**config.mk**
```make
export PLATFORM = sky130hd
export DESIGN_NAME = pc_unit
export DESIGN_NICKNAME = d
export VERILOG_FILES = /design/src/rtl/pc_pkg.sv /design/src/rtl/pc_target_calc.sv /design/src/rtl/pc_unit.sv
export SDC_FILE = /design/constraint.sdc
export NUM_CORES = 1
export LEC_CHECK = 0
export BUFFER_PORTS_ARGS = -buffer_cell sky130_fd_sc_hd__buf_2
export CAP_MARGIN = 25
export CORE_MARGIN = 4
export CORE_UTILIZATION = 34
export DETAILED_ROUTE_END_ITERATION = 16
export PLACE_DENSITY_LB_ADDON = 0.12
export RECOVER_POWER = 25
export SLEW_MARGIN = 20
export SYNTH_ARGS = -nofsm -noshare
export SYNTH_HDL_FRONTEND = slang
export SYNTH_SLANG_ARGS = --single-unit
```
**constraint.sdc**
```tcl
create_clock -name clk -period 10.4 [get_ports clk]
set_input_delay 2.08 -clock clk [delete_from_list [all_inputs] [get_ports clk]]
set_output_delay 2.08 -clock clk [all_outputs]
set_load 0.05 [all_outputs]
```
**src/rtl/pc_pkg.sv**
```systemverilog
// Shared encodings and default vectors for the program-counter unit.
package pc_pkg;

  typedef enum logic [1:0] {
    SEL_SEQ = 2'd0,
    SEL_BR  = 2'd1,
    SEL_J   = 2'd2,
    SEL_JR  = 2'd3
  } sel_e;

  localparam logic [31:0] DEF_RESET_VEC = 32'h0040_0000;
  localparam logic [31:0] DEF_EXC_VEC   = 32'h0040_0004;
  localparam int          DEF_STEP      = 4;

  // Word-alignment check on the two low address bits.
  function automatic logic is_misaligned(input logic [1:0] lsb);
    return (lsb != 2'b00);
  endfunction

endpackage

```
**src/rtl/pc_target_calc.sv**
```systemverilog
// Combinational next-PC target selection and JR alignment check.
module pc_target_calc
  import pc_pkg::*;
#(
  parameter int WIDTH = 32,
  parameter int STEP  = DEF_STEP
) (
  input  logic [WIDTH-1:0] pc,
  input  logic [1:0]       sel,
  input  logic [WIDTH-1:0] br_off,
  input  logic [25:0]      j_idx,
  input  logic [WIDTH-1:0] jr_addr,
  output logic [WIDTH-1:0] target,
  output logic             misaligned
);

  logic [WIDTH-1:0] seq_s;

  assign seq_s = pc + WIDTH'(STEP);

  // Target mux; only a JR source can be misaligned.
  always_comb begin
    target     = seq_s;
    misaligned = 1'b0;
    case (sel)
      SEL_SEQ: target = seq_s;
      SEL_BR:  target = seq_s + (br_off << 2);
      SEL_J:   target = {seq_s[WIDTH-1:28], j_idx, 2'b00};
      SEL_JR: begin
        target     = jr_addr;
        misaligned = is_misaligned(jr_addr[1:0]);
      end
      default: begin
        target     = seq_s;
        misaligned = 1'b0;
      end
    endcase
  end

endmodule

```
**src/rtl/pc_unit.sv**
```systemverilog
// Program-counter register with stall hold, buffered redirects during
// stalls, exception vectoring with EPC capture, ERET and JR alignment traps.
module pc_unit
  import pc_pkg::*;
#(
  parameter int               WIDTH     = 32,
  parameter logic [WIDTH-1:0] RESET_VEC = WIDTH'(DEF_RESET_VEC),
  parameter logic [WIDTH-1:0] EXC_VEC   = WIDTH'(DEF_EXC_VEC),
  parameter int               STEP      = DEF_STEP
) (
  input  logic             clk,
  input  logic             reset,
  input  logic             stall,
  input  logic [1:0]       sel,
  input  logic [WIDTH-1:0] br_off,
  input  logic [25:0]      j_idx,
  input  logic [WIDTH-1:0] jr_addr,
  input  logic             exc_req,
  input  logic             eret,
  output logic [WIDTH-1:0] pc,
  output logic [WIDTH-1:0] pc_plus4,
  output logic [WIDTH-1:0] epc,
  output logic             misalign,
  output logic             redirect_pending
);

  logic [WIDTH-1:0] pc_r, epc_r, pend_tgt_r;
  logic             pend_v_r, pend_jr_r, misalign_r;

  logic [WIDTH-1:0] target_s;
  logic             tgt_mis_s;

  logic [WIDTH-1:0] pc_nxt_s, epc_nxt_s, pend_tgt_nxt_s;
  logic             pend_v_nxt_s, pend_jr_nxt_s, misalign_nxt_s;

  pc_target_calc #(
    .WIDTH (WIDTH),
    .STEP  (STEP)
  ) u_calc (
    .pc         (pc_r),
    .sel        (sel),
    .br_off     (br_off),
    .j_idx      (j_idx),
    .jr_addr    (jr_addr),
    .target     (target_s),
    .misaligned (tgt_mis_s)
  );

  // Next-state priority: exc_req > eret > misaligned JR > stall > pending > sel.
  always_comb begin
    pc_nxt_s       = pc_r;
    epc_nxt_s      = epc_r;
    pend_tgt_nxt_s = pend_tgt_r;
    pend_v_nxt_s   = pend_v_r;
    pend_jr_nxt_s  = pend_jr_r;
    misalign_nxt_s = 1'b0;
    if (exc_req) begin
      epc_nxt_s    = pc_r;
      pc_nxt_s     = EXC_VEC;
      pend_v_nxt_s = 1'b0;
    end else if (eret) begin
      pc_nxt_s     = epc_r;
      pend_v_nxt_s = 1'b0;
    end else if (!stall && tgt_mis_s) begin
      epc_nxt_s      = pc_r;
      pc_nxt_s       = EXC_VEC;
      pend_v_nxt_s   = 1'b0;
      misalign_nxt_s = 1'b1;
    end else if (stall) begin
      // Latest non-sequential request during a stall overwrites the buffer.
      if (sel != SEL_SEQ) begin
        pend_tgt_nxt_s = target_s;
        pend_jr_nxt_s  = (sel == SEL_JR);
        pend_v_nxt_s   = 1'b1;
      end else begin
        pend_v_nxt_s   = pend_v_r;
      end
    end else if (pend_v_r) begin
      pend_v_nxt_s = 1'b0;
      if (pend_jr_r && is_misaligned(pend_tgt_r[1:0])) begin
        epc_nxt_s      = pc_r;
        pc_nxt_s       = EXC_VEC;
        misalign_nxt_s = 1'b1;
      end else begin
        pc_nxt_s       = pend_tgt_r;
      end
    end else begin
      pc_nxt_s = target_s;
    end
  end

  // State registers with synchronous reset.
  always_ff @(posedge clk) begin
    if (reset) begin
      pc_r       <= RESET_VEC;
      epc_r      <= '0;
      pend_tgt_r <= '0;
      pend_v_r   <= 1'b0;
      pend_jr_r  <= 1'b0;
      misalign_r <= 1'b0;
    end else begin
      pc_r       <= pc_nxt_s;
      epc_r      <= epc_nxt_s;
      pend_tgt_r <= pend_tgt_nxt_s;
      pend_v_r   <= pend_v_nxt_s;
      pend_jr_r  <= pend_jr_nxt_s;
      misalign_r <= misalign_nxt_s;
    end
  end

  assign pc               = pc_r;
  assign pc_plus4         = pc_r + WIDTH'(STEP);
  assign epc              = epc_r;
  assign misalign         = misalign_r;
  assign redirect_pending = pend_v_r;

endmodule

```
# Yosys cells after proc, flatten, opt, wreduce, memory -nomap -nowiden
# Cells that the tools add are included.
# Widths: inputs -> output; s select.
# word_totals
ff_bits	99
input_bits	97
out_inout_bits	98
word_cells	52
# op_classes
add_sub_neg	2
n_eq_ne	7
n_mux	18
bitwise_logic	4
n_reduce_logical	14
# ops
op	count
$mux 32	11
$pmux 32 s4	1
$add 32x3->32 const B	1
$add 32x32->32	1
$ne 3x1->1 const B	2
$reduce_bool 2->1	3
$reduce_bool 3->1	2
$mux 1	5
$reduce_and 5->1	1
$reduce_or 5->1	1
$eq 2x2->1 const B	2
$ne 4x1->1 const B	1
$not 1->1	4
$reduce_and 4->1	1
$mux 3	1
$reduce_or 3->1	1
$eq 2x1->1 const B	1
$logic_and 1x1->1	2
$logic_not 2->1	1
$ne 2x2->1 const B	1
$reduce_or 2->1	1
$logic_not 1->1	1

# Depth between registers and ports, before layout
# Gate-level depths: netlist of the first run.
# depth
depth_word	8
ltp_mapped	15
mapped_depth_nobuf	15

# Modules after synthesis
# From an unflattened synthesis of the first run, not the netlist that was laid out.
# hier_totals
hier_cells	1011
hier_area_um2	7987.7
# modules_own_cells
module	instances	cells_each	area_each_um2
pc_unit	1	633	5082.4
pc_target_calc	1	378	2905.3

# Worst setup path after synthesis of the first run
# No wires, ideal clock.
# synth_path
path_type	reg2out
startpoint	register pc_r[2], in the netlist pc[2]
endpoint	output port pc_plus4[28]
t_arrival_ps	2991
t_required_ps	8320
slack_ps	5329
stages_incl_launch_ff	7
cell_sequence	dfxtp_1 ha_1 nand4_1 or4_1 nor2_1 nand4_1 xnor2_1
# synth_via
elab_chain_cells	1
# synth_rtl
item	line_no	rtl
start: declaration	pc_unit.sv:27	logic [WIDTH-1:0] pc_r, epc_r, pend_tgt_r;
start signal: assignment	pc_unit.sv:102	pc_r <= pc_nxt_s;
$add 32x3->32	pc_unit.sv:112	assign pc_plus4 = pc_r + WIDTH'(STEP);
end: declaration	pc_unit.sv:21	output logic [WIDTH-1:0] pc_plus4,
# Every way passes these cells.

# Final worst setup path of the first run
# layout_path
startpoint	register pc_r[2], in the netlist pc[2]
endpoint	output port pc_plus4[18]
# The elaborated chain is that of the path after synthesis.

==> results.cfg, run 1 <==
[place]
port_buffers = 192
dp_hpwl_um = 22710
gp_congestion = 0.9341
dpl.cell_count = 1422
place_ws_ns = 5.417

[floorplanning]
die_area_um2 = 23900
core_region_area_um2 = 21090
io_pins = 195
rows = 53
start_util = 0.3465
dieHeight_um = 154.6
chipWidth_um = 154.6

[cells_and_area]
seq_area_um2 = 1982
syn2layout_area_growth_pct = 19.09
nNetsFinal = 1291
multi_input_area_um2 = 5005
drive_above_1_share = 0.1635
diodes = 0
layout.cells.non_filler = 1437
final_util = 0.4127
fillers = 2271

[timing]
whs_ns = 0.4571
fin_setup_tns_ns = 0
maxSlewViolCount = 0
min_period_ns = 5.344
finClkSkew_ns = 0.009275
rsz0062_at_grt = false
worst_pin_slew_ns = 0.9719
hold_violations = 0
setup_ws_ns = 5.056
setup_viol = 0
timing.final.crit_share = 0.5138
slew_headroom = 0.3500
clock.fmax_mhz = 187.1

[setup_path]
cp-start-kind = flip-flop
worst_ep_arrival_time_ns = 3.26
path_common_cell = nand4_1
cpMaxStageDelayCell = nor4_1
crit_family = simple AND/OR/NAND/NOR gates
path_class = reg -> out
path_cells = ha_1, nand4_1, nor4_1, nand4_1, xnor2_1, buf_2
cp.required_ns = 8.32
critPathMaxFanout = 7
cp_slowest_stage_delay_ns = 0.81
path_buf_inv = 1
end_kind = output pin

[synthesis]
syn_inst = 1010
ys_dominant_reg_cell = dfxtp_1
synth_area_leaders = dfxtp_1 27%, nand2_1 9.2%, a21oi_1 7.3%, ha_1 6.0%, nor2_1 4.9%
yosysTopAreaCell = dfxtp_1
synth-warning-count = 0
synth_cell_types = 67
synth_edf_count = 0
synth_seq_cells = 99
syn-num-nets = 1143
syn_avg_cell_area_um2 = 7.235
synth.top_cell.area_share = 0.2712
syn_area_um2 = 7307
yosysSeqAreaShare = 0.2712
async_flop_share = 0

[pwr]
p_leak_nw = 3.592
power.density_nw_per_um2 = 111.8
ir_drop_v = 0.00006885

[run_status]
status = completed

[global_route]
grt_max_degree = 72
antenna_found_initial = 0
track_usage = 0.2463
first_global_vias = 7797
grt_pass1_wl_um = 46250
overflow = 0

[clock_tree]
clkSinkCount = 99
cts_setup_buffers = 0
cts_tree = done
clkSlewWorstSetupHoldPaths_ns = 0.07
root_buffer = clkbuf_16
clock_path_buffers = 2
cts_resized = 0
holdBufCountCts = 0
numCtsBuffers = 9
htree_levels = 3
clk_latency_ns = 0.35

[detailed_routing]
viasPerCell = 5.676
vias = 8157
drtAntennaViolNets = 0
first_pass_iters = 8
wire_per_inst_um = 21.18
drc_errors = 0
routed_wirelength_um = 30430
drt_first_iter_violations = 595

[job]
drv_cap = 0

[hold_path]
hp-class = reg -> reg
## placed cells by master (no fill, tap or decap), types with 7 or more instances in the layout
| cell type | n |
|---|---|
| a211oi_1 | 14 |
| a21o_1 | 12 |
| a21oi_1 | 107 |
| a221oi_1 | 24 |
| a31oi_1 | 9 |
| and3_1 | 14 |
| buf_2 | 143 |
| buf_4 | 12 |
| clkbuf_1 | 49 |
| clkbuf_16 | 9 |
| dfxtp_1 | 99 |
| ha_1 | 35 |
| inv_1 | 21 |
| mux2i_1 | 23 |
| nand2_1 | 179 |
| nand3_1 | 35 |
| nand4_1 | 13 |
| nor2_1 | 93 |
| nor3_1 | 17 |
| o211ai_1 | 15 |
| o21ai_0 | 58 |
| o22ai_1 | 12 |
| or3_1 | 7 |
| xnor2_1 | 26 |
| xor2_1 | 18 |
## per-stage QoR
stage	power (mW)	area (um^2)
floorplan	0.5493	7307
global placement	0.6274	8458
detailed placement	0.6277	8461
CTS	0.9761	8763
global route	1.008	8702
finish	0.9727	8702
## worst min-delay path: stages, from the launching register on
cell     delay (ns)
dfxtp_1        0.31
nand2_1        0.05
a21oi_1        0.05
## area by class of cell
type,instances,share of cell area
repair buffers,204,0.1137
flip-flops and latches,99,0.2277
inverters,21,0.009058
multi-input cells,823,0.5751
clock buffers,11,0.02904
clock inverters,4,0.005751
well taps,275,0.03954
## layer usage
layer | vias up | part of all wire | global-route usage | routed length, um
met3 | 53 | 0.061 | 0.04029 | 1868
met4 | 0 | 0.047 | 0.1051 | 1424
met2 | 331 | 0.45 | 0.4012 | 13780
met5 | - | 0 | 0 | 0
met1 | 3812 | 0.44 | 0.3227 | 13360
li1 | 3961 | - | - | -
## synth_stat cells (15+ instances only)
master	number
mux2i_1	23
dfxtp_1	99
nand2_1	179
nor2_1	95
clkbuf_1	53
a221oi_1	24
o21ai_0	58
xor2_1	18
o211ai_1	15
a21oi_1	107
nor3_1	18
inv_1	21
nand3_1	35
xnor2_1	26
ha_1	35
## cell families (layout without fill, tap and decap cells)
| logic type | after synthesis | count (layout) | synth area share |
|---|---|---|---|
| and+or+nand+nor | 400 | 400 | 0.2459 |
| AOI/OAI and AO/OA | 314 | 314 | 0.2783 |
| DFF | 99 | 99 | 0.2712 |
| buffers and inverters | 88 | 240 | 0.04675 |
| xor gates and xnor gates | 45 | 45 | 0.05599 |
| adders and majority gates | 36 | 36 | 0.06267 |
| muxes | 28 | 28 | 0.03921 |
## flip-flops by register name, indices dropped and copies added, names as in the netlist
name	cells
pend_jr_r	1
misalign	1
epc	32
pend_tgt_r	32
redirect_pending	1
pc	32
## report_power, final
part	switching, mW	internal, mW
Sequential	0.0114	0.389
Combinational	0.150	0.0700
Clock	0.154	0.198
## path summary, 6_finish.rpt
| check | from | to | cells past startpoint | slack, ns |
|---|---|---|---|---|
| setup / recovery | pc[2] | pc_plus4[18] | 6 | 5.06 |
| hold / removal | pend_tgt_r[16] | pend_tgt_r[16] | 2 | 0.46 |
| setup reg to reg | pc[2] | pc[26] | 14 | 5.26 |
| hold reg to reg | pend_tgt_r[16] | pend_tgt_r[16] | 2 | 0.46 |
No activity file was read; power rests on OpenSTA's default activity.
==> inputs of run 2 (changes only) <==
==> constraint.sdc (replaced) <==
create_clock -name clk -period 4.33 [get_ports clk]
set_input_delay 0.866 -clock clk [delete_from_list [all_inputs] [get_ports clk]]
set_output_delay 0.866 -clock clk [all_outputs]
set_load 0.05 [all_outputs]
==> run 2 against run 1 <==
Effect of this change:
- the flow now finishes with violations (capacitance limit, slew limit)
- count of clock-buffer cells in the layout down 2
- die area is the same
- worst setup slack lost 4.8 ns
- non-clock buffer count increased by 36
- first-iteration DRC count rose by 8.6%
- power rose to 2.5 times the previous value
==> results.cfg, run 2 (synthesis results as in run 1) <==
[pwr]
ir_drop_v = 0.0001816
power.density_nw_per_um2 = 267.5
p_leak_nw = 3.872

[detailed_routing]
routed_wirelength_um = 31310
drt_first_iter_violations = 646
viasPerCell = 5.678
first_pass_iters = 6
drc_errors = 0
wire_per_inst_um = 21.24
vias = 8370
drtAntennaViolNets = 0

[clock_tree]
clock_path_buffers = 2
htree_levels = 3
holdBufCountCts = 0
clkSinkCount = 99
root_buffer = clkbuf_16
clk_latency_ns = 0.36
clkSlewWorstSetupHoldPaths_ns = 0.07
cts_tree = done
numCtsBuffers = 9

[cells_and_area]
final_cell_area_um2 = 9171
syn2layout_area_growth_pct = 25.51
drive_above_1_share = 0.2077
layout.cells.non_filler = 1474
fillers = 2287
nNetsFinal = 1327
final_cell_mix = 179 x nand2_1, 143 x buf_2, 106 x a21oi_1
diodes = 0
layout_commonest_cell = nand2_1

[hold_path]
hp-class = reg -> reg

[timing]
rsz0062_at_grt = false
clock.fmax_mhz = 242.8
setup_viol = 0
setup_ws_ns = 0.2117
whs_ns = 0.4576
timing.final.crit_share = 0.9511
fin_setup_tns_ns = 0
finClkSkew_ns = 0.007710
slew_headroom = -0.005956
maxSlewViolCount = 32
min_period_ns = 4.118
hold_violations = 0
worst_pin_slew_ns = 1.509

[floorplanning]
dieHeight_um = 154.6
chipWidth_um = 154.6
io_pins = 195
core_region_area_um2 = 21090
rows = 53
die_area_um2 = 23900
start_util = 0.3465

[setup_path]
cp.required_ns = 4.57
cp_slowest_stage_delay_ns = 0.59
worst_ep_arrival_time_ns = 4.35
path_buf_inv = 0
cp-start-kind = flip-flop
critPathMaxFanout = 8
crit_family = simple AND/OR/NAND/NOR gates
path_class = reg -> reg
path_cells = nand4_1, or4_4, nor2b_4, nand3_1, xnor2_4, ha_1, a21o_1, o21bai_1, a221oi_1, o21ai_0, or3_1, a21oi_1, o41ai_1
cpMaxStageDelayCell = or4_4
end_kind = flip-flop

[place]
gp_congestion = 0.9314
dpl.cell_count = 1458
place_ws_ns = 0.1679
port_buffers = 192
placed_cell_area_um2 = 8861
dp_hpwl_um = 24250

[global_route]
antenna_found_initial = 0
first_global_vias = 8132
track_usage = 0.2562
grt_max_degree = 38
grt_pass1_wl_um = 47600
overflow = 0

[job]
drv_cap = 1

[run_status]
status = finished, violations left
violations = capacitance limit, slew limit
-- run 2: changes by cell type in the layout (fill, tap and decap cells not counted), sizes merged --
cell / previous run / this run
bufinv: 1 / 3
buf: 155 / 191
clkinvlp: 2 / 1
clkinv: 1 / 3
clkbuf: 60 / 58
-- run 2: worst paths after layout --
path | to | cells after the start | slack, ns | startpoint
hold reg to reg | pend_tgt_r[26] | 2 | 0.46 | pend_tgt_r[26]
setup / recovery | pend_tgt_r[28] | 13 | 0.21 | pc[7]
setup reg to reg | pend_tgt_r[28] | 13 | 0.21 | pc[7]
hold / removal | pend_tgt_r[26] | 2 | 0.46 | pend_tgt_r[26]
-- run 2: through the flow --
step | utilization | total power [mW]
6_report | 0.4349 | 2.453
5_1_grt | 0.4349 | 2.554
4_1_cts | 0.4364 | 2.470
3_5_place_dp | 0.4202 | 1.527
3_3_place_gp | 0.4202 | 1.526
2_1_floorplan | - | 1.322
-- run 2: worst min-delay path, cell delays in order, from the launching register on --
cell and delay (ns):
dfxtp_1 0.31, nand2_1 0.05, a21oi_1 0.05
-- run 2: power breakdown --
part	switching, mW	internal [mW]
clock	0.380	0.564
combinational	0.370	0.182
sequential	0.0233	0.933
-- run 2: area by class of cell --
class / count / area (um^2) / share of cell area
multi-input combinational: 823 / 5149 / 0.5614
clock buffer: 9 / 225.2 / 0.02456
clock inverter: 7 / 116.4 / 0.01269
sequential: 99 / 1986 / 0.2165
tap: 275 / 344.1 / 0.03752
timing repair buffer: 240 / 1272 / 0.1387
inverter: 21 / 78.83 / 0.008595
-- run 2: what timing repair did --
item	4_1_cts	5_1_grt
resized for setup	0	6
setup endpoints to repair	0	13
buffers inserted	0	0
-- run 2: per-layer routing --
| layer | global-route usage | wire length, um | vias to the layer above |
|---|---|---|---|
| met5 | 0 | 0 | - |
| met4 | 0.1127 | 1406 | 0 |
| met3 | 0.05036 | 2110 | 65 |
| met2 | 0.4268 | 14620 | 325 |
| met1 | 0.3215 | 13170 | 3946 |
| li1 | - | - | 4034 |
==> inputs of run 3 (changes only) <==
--- a/config.mk
+++ b/config.mk
@@ -5,6 +5,7 @@
 export SDC_FILE = /design/constraint.sdc
 export NUM_CORES = 1
 export LEC_CHECK = 0
+export ABC_AREA = 1
 export BUFFER_PORTS_ARGS = -buffer_cell sky130_fd_sc_hd__buf_2
 export CAP_MARGIN = 25
 export CORE_MARGIN = 4
==> run 3 against run 2 <==
Effect of this change:
- the run now ends clean
- first-iteration DRC count grew 10%
- sequential power grew 3.1%
- via count grew 8.6%
- worst hold slack gained 0.029 ns
- largest power group unchanged
- combinational power grew 25%
- final area grew 3.3%
- core utilization shrank 2.0 points
- global-route usage shrank 1.5 points
- clock power shrank 18%
- critical path type unchanged
- register-to-register slack gained 0.38 ns
- maximum frequency grew 10%
- sequential cell count is the same
==> results.cfg, run 3 <==
[global_route]
grt_max_degree = 54
antenna_found_initial = 0
overflow = 0
track_usage = 0.2413
first_global_vias = 8617
grt_pass1_wl_um = 48790

[clock_tree]
clk_latency_ns = 0.35
clock_path_buffers = 2
cts_setup_buffers = 0
cts_tree = done
clkSlewWorstSetupHoldPaths_ns = 0.07
htree_levels = 3
numCtsBuffers = 9
clkSinkCount = 99
root_buffer = clkbuf_16

[synthesis]
synth_cell_types = 43
synth-warning-count = 0
ys_dominant_reg_cell = dfxtp_1
async_flop_share = 0
synth.top_cell.area_share = 0.2492
yosysSeqAreaShare = 0.2492
synth_most_common_cell = nand2_1
syn-num-nets = 1500
yosysTopAreaCell = dfxtp_1
syn_inst = 1367
synth_common_cells = 394 x nand2_1, 204 x inv_1, 144 x o21ai_0
syn_area_um2 = 7953
syn_avg_cell_area_um2 = 5.818
synth_area_leaders = dfxtp_1 25%, nand2_1 19%, inv_1 9.6%, o21ai_0 9.1%, a21oi_1 7.2%
synth_seq_cells = 99
synth_edf_count = 0

[floorplanning]
core_region_area_um2 = 22850
rows = 55
start_util = 0.3481
io_pins = 195
die_area_um2 = 25900
chipWidth_um = 160.9
dieHeight_um = 160.9

[cells_and_area]
diodes = 0
final_cell_mix = 394 x nand2_1, 204 x inv_1, 144 x o21ai_0
multi_input_area_um2 = 4970
drive_above_1_share = 0.1351
seq_area_um2 = 1982
syn2layout_area_growth_pct = 19.16
fillers = 2614
layout_commonest_cell = nand2_1
nNetsFinal = 1677

[setup_path]
cp.required_ns = 4.55
worst-r2r-setup-slack_ns = 0.59
rr_worst_depth = 23
rr_endpoint = pc[24]
rr_startpoint = pc[3]
critPathMaxFanout = 6
path_class = reg -> reg
worst_ep_arrival_time_ns = 3.96
end_kind = flip-flop
cp-start-kind = flip-flop

[timing]
worst_pin_slew_ns = 0.8432
setup_ws_ns = 0.5913
finClkSkew_ns = 0.01379
maxSlewViolCount = 0
hold_violations = 0
slew_headroom = 0.4379
fin_setup_tns_ns = 0
setup_viol = 0
rsz0062_at_grt = false
clock.fmax_mhz = 267.5
min_period_ns = 3.739
timing.final.crit_share = 0.8634

[detailed_routing]
first_pass_iters = 5
routed_wirelength_um = 32000
vias = 9090
drtAntennaViolNets = 0
drc_errors = 0
drt_first_iter_violations = 712
viasPerCell = 4.887
wire_per_inst_um = 17.20

[place]
place_ws_ns = 0.4688
gp_congestion = 0.9474
dp_hpwl_um = 25900
port_buffers = 192

[hold_path]
hold_end = pend_tgt_r[0]
hp-class = reg -> reg
hp-start = pend_tgt_r[0]
whs_path_depth = 2

[job]
drv_cap = 0

[pwr]
ir_drop_v = 0.0001554
p_leak_nw = 4.864
power.density_nw_per_um2 = 258.4

[run_status]
status = completed
==> run 3: cell types whose count changed in the layout (fill, tap and decap cells not counted), moves of 13 or more <==
| cell | previous run | this run |
|---|---|---|
| nand3_1 | 35 | 52 |
| xnor2_1 | 19 | 1 |
| buf_4 | 47 | 22 |
| inv_1 | 21 | 204 |
| o21ai_0 | 58 | 144 |
| a221oi_1 | 24 | 5 |
| nor2_1 | 94 | 139 |
| and3_1 | 14 | 0 |
| mux2i_1 | 23 | 0 |
| a211oi_1 | 13 | 0 |
| nand2_1 | 179 | 394 |
==> run 3: cell type report <==
class	instances	area share
Inverter	209	0.08278
Tap cell	313	0.04133
Clock buffer	12	0.02707
Clock inverter	2	0.001320
Timing Repair Buffer	215	0.1139
Multi-Input combinational cell	1010	0.5244
Sequential cell	99	0.2091
==> run 3: how the worst max path moves through the flow <==
stage / from / endpoint / depth (start not counted)
CTS: pc[3] / pc[24] / 23
floorplan: pc[2] / pc[27] / 23
global route: pc[3] / pc[24] / 23
detailed placement: pc[3] / pc[24] / 23
finish: pc[3] / pc[24] / 23
global placement: pc[3] / pc[24] / 23
==> run 3: metal layers <==
layer | vias up | GRT usage | wire length, um
met5 | - | 0 | 0
met4 | 0 | 0.05894 | 757
met3 | 42 | 0.03952 | 1677
met2 | 276 | 0.4002 | 14740
met1 | 4045 | 0.3283 | 14820
li1 | 4727 | - | -
==> run 3: critical path, stage by stage (launching register included) <==
cell and delay (ns):
dfxtp_1 0.44, ha_1 0.27, nand2_1 0.07, inv_1 0.12, nand3_2 0.13, nor3_1 0.23, nand2_1 0.14, nor2_1 0.13
xor2_1 0.26, inv_1 0.13, ha_1 0.41, nand2_1 0.13, nor3_2 0.22, nand2_1 0.11, nor2_1 0.09, nand2_1 0.07
nand3_1 0.08, nand2_1 0.05, nand3_1 0.13, nand3b_1 0.11, nand2_1 0.07, nand2_1 0.07, nand2_1 0.06, a21oi_1 0.07
==> run 3: cells by family after synthesis <==
kind of cell / after synthesis / synth area share
xor gates and xnor gates: 19 / 0.02093
DFF: 99 / 0.2492
adders and majority gates: 36 / 0.05758
AOI/OAI and AO/OA: 310 / 0.2121
buffers and inverters: 258 / 0.1265
and+or+nand+nor: 645 / 0.3337
==> run 3: timing repair <==
action                                  in CTS  in global routing
hold buffers                                 0                  0
hold endpoints to repair                     0                  0
endpoints found under the setup margin       0                  1
resized for setup                            0                  1
==> run 3: stage by stage <==
step                      hold slack, ns    util  std cells  cell area, um^2  power, mW
after floorplan                   0.4528       -       1367             7953      1.472
after global placement            0.4619  0.4048       1845             9249      1.699
after detailed placement          0.4737  0.4055       1846             9264      1.702
after CTS                         0.4851  0.4173       1860             9533      2.474
after global routing              0.5057  0.4148       1860             9477      2.579
final                             0.4867  0.4148       1860             9477      2.449
==> run 3: where the power goes <==
part           switching [mW]  internal, mW  leakage [nW]  total, mW
combinational           0.494         0.195          3.92      0.688
clock                   0.359         0.415         0.131      0.774
sequential             0.0339         0.953         0.809      0.987
total                   0.886          1.56          4.86       2.45
